`src/rtl/rhd_spi_responder_if.sv`:
```
// rtl/rhd_spi_responder_if.sv - CS/SCLK/MOSI/MISO link between an RHD controller and the chip-side responder
interface rhd_spi_responder_if;
  logic CS;
  logic SCLK;
  logic MOSI;
  logic MISO;

  modport master (output CS, output SCLK, output MOSI, input MISO);
  modport slave  (input CS, input SCLK, input MOSI, output MISO);
endinterface

```
`src/rtl/rhd_spi_responder.sv`:
```
// rtl/rhd_spi_responder.sv - RHD2000-style SPI slave returning results with a 2-frame pipeline latency
// Define RHD_RESP_ERRCNT_EN to add err_count (aborted frames and SCLK setup violations).
module rhd_spi_responder #(
  parameter int NUM_CH     = 32,
  parameter int CHIP_ID    = 1,
  parameter int MISO_DELAY = 0
) (
  input  logic                aclk,
  input  logic                aresetn,
  rhd_spi_responder_if.slave  spi,
  output logic                frame_done,
  output logic [15:0]         last_cmd
`ifdef RHD_RESP_ERRCNT_EN
  ,
  output logic [7:0]          err_count
`endif
);

  localparam logic [1:0] ST_IDLE   = 2'd0;
  localparam logic [1:0] ST_SHIFT  = 2'd1;
  localparam logic [1:0] ST_DECODE = 2'd2;

  localparam logic [6:0] NUM_CH_W  = 7'(NUM_CH);
  localparam logic [5:0] LAST_CH   = 6'(NUM_CH - 1);
  localparam logic [7:0] NUM_CH_B  = 8'(NUM_CH);
  localparam logic [7:0] CHIP_ID_B = 8'(CHIP_ID);

  logic [1:0]  state;
  logic [1:0]  cs_sync, sclk_sync, mosi_sync;
  logic        cs_q, sclk_q;
  logic        cs_s, sclk_rise, sclk_fall, cs_rise;
  logic [4:0]  bit_cnt;
  logic [15:0] rx_sr, tx_sr, tx_word, pend;
  logic        miso_r;
  logic [9:0]  conv_cnt;
  logic [7:0]  regs [0:21];
  logic [5:0]  addr;
  logic [7:0]  rd_val;
  logic [15:0] result;

  // CS resets high so the synchronizer never fakes a frame start out of reset
  always_ff @(posedge aclk or negedge aresetn) begin
    if (!aresetn) begin
      cs_sync   <= 2'b11;
      sclk_sync <= 2'b00;
      mosi_sync <= 2'b00;
      cs_q      <= 1'b1;
      sclk_q    <= 1'b0;
    end else begin
      cs_sync   <= {cs_sync[0], spi.CS};
      sclk_sync <= {sclk_sync[0], spi.SCLK};
      mosi_sync <= {mosi_sync[0], spi.MOSI};
      cs_q      <= cs_sync[1];
      sclk_q    <= sclk_sync[1];
    end
  end

  assign cs_s      = cs_sync[1];
  assign cs_rise   = cs_s && !cs_q;
  assign sclk_rise = !cs_s && sclk_sync[1] && !sclk_q;
  assign sclk_fall = !cs_s && !sclk_sync[1] && sclk_q;
  assign addr      = rx_sr[13:8];

  always_comb begin
    rd_val = 8'h00;
    if (addr <= 6'd21) begin
      rd_val = regs[addr[4:0]];
    end else begin
      case (addr)
        6'd40:   rd_val = 8'h49;
        6'd41:   rd_val = 8'h4E;
        6'd42:   rd_val = 8'h54;
        6'd43:   rd_val = 8'h41;
        6'd44:   rd_val = 8'h4E;
        6'd60:   rd_val = 8'h01;
        6'd62:   rd_val = NUM_CH_B;
        6'd63:   rd_val = CHIP_ID_B;
        default: rd_val = 8'h00;
      endcase
    end
  end

  always_comb begin
    result = 16'h0000;
    case (rx_sr[15:14])
      2'b00:   if ({1'b0, addr} < NUM_CH_W) result = {addr, conv_cnt};
      2'b10:   result = {8'hFF, rx_sr[7:0]};
      2'b11:   result = {8'h00, rd_val};
      default: result = 16'h0000;
    endcase
  end

  always_ff @(posedge aclk or negedge aresetn) begin
    if (!aresetn) begin
      state      <= ST_IDLE;
      bit_cnt    <= 5'd0;
      rx_sr      <= 16'h0000;
      tx_sr      <= 16'h0000;
      tx_word    <= 16'h0000;
      pend       <= 16'h0000;
      miso_r     <= 1'b0;
      last_cmd   <= 16'h0000;
      frame_done <= 1'b0;
      conv_cnt   <= 10'd0;
      for (int i = 0; i < 22; i++) regs[i] <= 8'h00;
    end else begin
      frame_done <= 1'b0;
      case (state)
        ST_IDLE: begin
          // level test so a CS fall that landed during DECODE is still honoured
          if (!cs_s) begin
            state   <= ST_SHIFT;
            bit_cnt <= 5'd0;
            tx_sr   <= tx_word;
            miso_r  <= tx_word[15];
          end
        end
        ST_SHIFT: begin
          if (cs_rise) begin
            miso_r <= 1'b0;
            state  <= (bit_cnt == 5'd16) ? ST_DECODE : ST_IDLE;
          end else if (sclk_rise) begin
            rx_sr <= {rx_sr[14:0], mosi_sync[1]};
            if (bit_cnt != 5'd31) bit_cnt <= bit_cnt + 5'd1;
          end else if (sclk_fall) begin
            tx_sr  <= {tx_sr[14:0], 1'b0};
            miso_r <= tx_sr[14];
          end
        end
        ST_DECODE: begin
          tx_word    <= pend;
          pend       <= result;
          last_cmd   <= rx_sr;
          frame_done <= 1'b1;
          state      <= ST_IDLE;
          if (rx_sr[15:14] == 2'b10 && addr <= 6'd21) regs[addr[4:0]] <= rx_sr[7:0];
          if (rx_sr[15:14] == 2'b00 && addr == LAST_CH) conv_cnt <= conv_cnt + 10'd1;
          if (rx_sr == 16'h6A00) conv_cnt <= 10'd0;
        end
        default: state <= ST_IDLE;
      endcase
    end
  end

  generate
    if (MISO_DELAY > 0) begin : g_miso_dly
      logic [MISO_DELAY-1:0] dly;
      always_ff @(posedge aclk or negedge aresetn) begin
        if (!aresetn) dly <= '0;
        else          dly <= MISO_DELAY'({dly, miso_r});
      end
      assign spi.MISO = dly[MISO_DELAY-1];
    end else begin : g_miso_direct
      assign spi.MISO = miso_r;
    end
  endgenerate

`ifdef RHD_RESP_ERRCNT_EN
  logic [1:0] setup_cnt;
  logic       abort_evt, setup_evt;

  assign abort_evt = (state == ST_SHIFT) && cs_rise && (bit_cnt != 5'd16);
  assign setup_evt = sclk_rise && (setup_cnt < 2'd2);

  // setup_cnt counts aclk cycles since synced CS went low
  always_ff @(posedge aclk or negedge aresetn) begin
    if (!aresetn) begin
      setup_cnt <= 2'd0;
      err_count <= 8'd0;
    end else begin
      if (cs_s)                   setup_cnt <= 2'd0;
      else if (setup_cnt != 2'd3) setup_cnt <= setup_cnt + 2'd1;
      if ((abort_evt || setup_evt) && err_count != 8'hFF) err_count <= err_count + 8'd1;
    end
  end
`endif

endmodule

```
`src/flat_wrapper.sv`:
```
// flat-port wrapper written by rule: the top's interface ports become plain ports
module rhd_spi_responder_flat 
#(
  parameter int NUM_CH     = 32,
  parameter int CHIP_ID    = 1,
  parameter int MISO_DELAY = 0
)
  (aclk, aresetn, frame_done, last_cmd, spi_CS, spi_SCLK, spi_MOSI, spi_MISO);
  rhd_spi_responder_if spi_i ();
  input  logic aclk;
  input  logic aresetn;
  output logic frame_done;
  output logic [15:0] last_cmd;
  input wire logic [$bits(spi_i.CS)-1:0] spi_CS;
  input wire logic [$bits(spi_i.SCLK)-1:0] spi_SCLK;
  input wire logic [$bits(spi_i.MOSI)-1:0] spi_MOSI;
  output wire logic [$bits(spi_i.MISO)-1:0] spi_MISO;
  assign spi_i.CS = spi_CS;
  assign spi_i.SCLK = spi_SCLK;
  assign spi_i.MOSI = spi_MOSI;
  assign spi_MISO = spi_i.MISO;
  rhd_spi_responder #(.NUM_CH(NUM_CH), .CHIP_ID(CHIP_ID), .MISO_DELAY(MISO_DELAY)) u_core (.aclk(aclk), .aresetn(aresetn), .spi(spi_i), .frame_done(frame_done), .last_cmd(last_cmd));
endmodule
```
`config.mk`:
```
export PLATFORM = sky130hd
export DESIGN_NAME = rhd_spi_responder_flat
export DESIGN_NICKNAME = d
export VERILOG_FILES = /design/src/rtl/rhd_spi_responder_if.sv /design/src/rtl/rhd_spi_responder.sv /design/src/flat_wrapper.sv
export SDC_FILE = /design/constraint.sdc
export NUM_CORES = 1
export LEC_CHECK = 0
export ABC_AREA = 1
export ABC_CLOCK_PERIOD_IN_PS = 4200
export CAP_MARGIN = 20
export CORE_MARGIN = 2
export CORE_UTILIZATION = 30
export CTS_BUF_LIST = sky130_fd_sc_hd__clkbuf_16
export CTS_CLUSTER_DIAMETER = 100
export DETAILED_ROUTE_END_ITERATION = 16
export MAX_ROUTING_LAYER = met4
export PLACE_DENSITY_LB_ADDON = 0.2
export SKIP_CTS_REPAIR_TIMING = 1
export SYNTH_ARGS = -nofsm -noshare
export SYNTH_HDL_FRONTEND = slang
export SYNTH_SLANG_ARGS = --single-unit
```
`constraint.sdc`:
```
create_clock -name aclk -period 4.2 [get_ports aclk]
set_input_delay 0.84 -clock aclk [delete_from_list [all_inputs] [get_ports aclk]]
set_output_delay 0.84 -clock aclk [all_outputs]
set_load 0.01 [all_outputs]
```
==> results.md <==
- Outcome: completed
- Area Growth Syn to Fin: 12.0%
- Most frequent cell after synthesis: nand2_1
- Setup CP Type: register to register
- Worst slew margin: 0.355
- Iteration-0 DRC Markers: around 820
- Largest area contributor in the netlist: dfrtp_1
- R2R Setup Slk: roughly 1.3 ns
- CP required: 4.65 ns
- Mapped cell area: 13400 sq um
- Root Buffer Master: clkbuf_16
- Worst Path Arrival: 3.30 ns
- Worst Setup SP: u_core.rx_sr[8]$_DFFE_PN0P_
- CTS tree: done
- PortBufs: 22
- Total grt overflow: 0
- Rows: between 70 and 80
- Clock Latency Late Sink: 0.57 ns
- H-tree level count: 1
- Fin crit period: 2.85 ns
- Ys async rst share: 1.00
- Dominant cells by area after synthesis: dfrtp_1 52%, nand2_1 16%, o21ai_1 4.8%
- TritonRoute pass-1 iters: 5
- Final #Nets: about 1.6k
- Ys Warns: 0
- Antenna viol nets, final: 0
- Synth Flop Type: dfrtp_1
- Chip Width: 215 um
- Hold Vio Cnt, Final: 0
- Crit path depth: 9
- Clk_skew: 0.0100 ns
- WL/cell: 16.1 um
- Yosys reg bits: 282
- Total track usage: 0.163
- Share of the synthesized area in the top cell type: 0.522
- Reg2reg path depth: 9
- Non-filler cells in the finished layout: 2229
- Via density: 4.68
- Placed cell area: 14100 sq um
- Commonest cells in the synthesized netlist: 577 x nand2_1, 279 x dfrtp_1, 128 x o21ai_1, 118 x inv_1, 116 x nor2_1
- Actual slew at the worst max-slew pin: ~0.96 ns
- Leakage power: approximately 7.2 nW
- Max rail drop VDD: slightly above 0.3 mV
- CP max-delay cell: a21oi_2
- Max clock buf depth: 3
- Share of layout cells above drive strength 1: 0.0947
- RePlAce Congestion: approximately 0.84
- Diode count: 0
- Cell family with most CP delay: buffers and inverters
- Max Fclk: approximately 350 MHz
- Reg area: 7060 sq um
- Avg Cell Area, Syn: 8.20 sq um
- Critical Path Fanout Max: 33
- Fin crit share: 0.679
- First-pass GRT wire length: roughly 59000 um
- Syn_nets: 1640
- Die ar.: around 46000 sq um
- Setup Total Neg Slack: 0 ns
- CTS clk-pin slew, worst paths: 0.06 ns
- Number of enable flip-flop cells after synthesis: 0
- Die Span Y: 215 um
- Number of max-cap violations: 0
- Max Slew Vio Count: 0
- Reg2Reg Capture Point: u_core.conv_cnt[9]$_DFFE_PN0P_
- CORE AREA: 44100 sq um
- RSZ-0062 raised after global routing: false
- Reg2reg start: u_core.rx_sr[8]$_DFFE_PN0P_
- Worst setup path endpoint: u_core.conv_cnt[9]$_DFFE_PN0P_
- Clock sinks: 282
- Fill cell count: 4738
- Residual DRC: 0
- CP bufs+invs: 4
- Post-Place Cells: 2179
- Largest net degree at the start of global routing: 91
- Initial antenna violation count: 0
- Worst Setup Start Kind: register
- Effective utilization at floorplan: 0.303
- CP Capture Type: register
- Synthesized instance count: 1631
- Crit path cell chain: buf_4 > nand2_1 > buf_4 > inv_1 > nand4_1 > a21oi_2 > inv_1 > nand2_1 > o21ai_0
- Area occupied by multi-input gates: 5360 sq um
- Top Ports: 23
- Setup violators final: 0
- WL final: 35900 um
- Total CTS buffers: 31
- DP HPWL: approximately 23000 um
- Fin Hold WS: 0.225 ns
- Total power: between 6 and 7 mW
- Cell variety after synth: 40
- Vias: 10.4k
- Pwr/cell area: 411 nW/um^2
- Seq/Total Area, Yosys: 0.528
- Via count of the first global-routing pass: approximately 10k
- HP Class: input pin to async pin
- Slowest Stage Delay on Critical Path: 0.60 ns
- Design Area, Final: 15000 sq um
worst reg2reg max path: stages, from the launching register on:
cell and delay, ns:
dfrtp_1 0.39, buf_4 0.40, nand2_1 0.10, buf_4 0.22, inv_1 0.50, nand4_1 0.27, a21oi_2 0.60, inv_1 0.12
nand2_1 0.09, o21ai_0 0.07
cells by family (layout without fill, tap and decap cells):
| group | count (synthesis) | count (layout) | share of synthesized area |
|---|---|---|---|
| xor+xnor | 7 | 7 | 0.00458 |
| buf+inv | 217 | 223 | 0.0717 |
| simple gates | 812 | 812 | 0.261 |
| compound gates | 309 | 309 | 0.131 |
| flops | 282 | 282 | 0.528 |
| fa+ha+maj | 4 | 4 | 0.00374 |
state kept, by name, indices dropped and copies added, names as in the netlist, 2 cells and up:
register and count:
u_core.tx_word 16, u_core.conv_cnt 10, u_core.sclk_sync 2, u_core.regs 176, u_core.pend 16, u_core.state 2, u_core.rx_sr 16, u_core.tx_sr 15
u_core.cs_sync 2, u_core.last_cmd 16, u_core.bit_cnt 5, u_core.mosi_sync 2
routing by layer:
layer / part of all wire / vias to the layer above / global-route usage
met1: 0.49 / 5022 / 0.230
met2: 0.45 / 197 / 0.249
li1: - / 5166 / -
met5: 0 / - / -
met3: 0.041 / 53 / 0.0226
met4: 0.018 / 0 / 0.0336
how the worst min path moves through the flow:
stage                                     end                           from  slack, ns
6_report       u_core.conv_cnt[6]$_DFFE_PN0P_                        aresetn       0.23
5_1_grt        u_core.conv_cnt[6]$_DFFE_PN0P_                        aresetn       0.25
4_1_cts           u_core.frame_done$_DFF_PN0_                        aresetn       0.23
3_5_place_dp    u_core.mosi_sync[1]$_DFF_PN0_  u_core.mosi_sync[0]$_DFF_PN0_       0.34
3_3_place_gp    u_core.sclk_sync[1]$_DFF_PN0_  u_core.sclk_sync[0]$_DFF_PN0_       0.33
2_1_floorplan   u_core.mosi_sync[1]$_DFF_PN0_  u_core.mosi_sync[0]$_DFF_PN0_       0.33
area by class of cell:
class | count | area share
sequential | 282 | 0.471
multi-input combinational | 1132 | 0.358
clock buffer | 31 | 0.0518
tap | 592 | 0.0494
inverter | 127 | 0.0323
timing repair buffer | 46 | 0.0290
clock inverter | 19 | 0.00868
power by group:
part	internal (mW)	switching, mW	total [mW]
Sequential	2.83	0.0571	2.89
Clock	1.43	1.09	2.52
Combinational	0.150	0.602	0.752
stage by stage:
step	setup WS, ns	util
2_1_floorplan	2.37	-
3_3_place_gp	1.30	0.319
3_5_place_dp	1.33	0.319
4_1_cts	1.33	0.340
5_1_grt	1.05	0.340
6_report	1.35	0.340
layout by cell type, fill, tap and decap left out, drive strengths merged, types with 2 or more instances in the layout:
cell,count
ha,4
nor3,5
buf,25
clkinv,12
dfstp,3
o211ai,15
o21ai,265
bufinv,2
clkbuf,31
inv,131
a21oi,21
nor2,127
o22ai,2
a22oi,4
nand4,14
nand3b,11
nor4,2
dfrtp,279
clkdlybuf4s50,21
xor2,7
nand2,605
nand3,46
(Power assumes the default switching activity.)
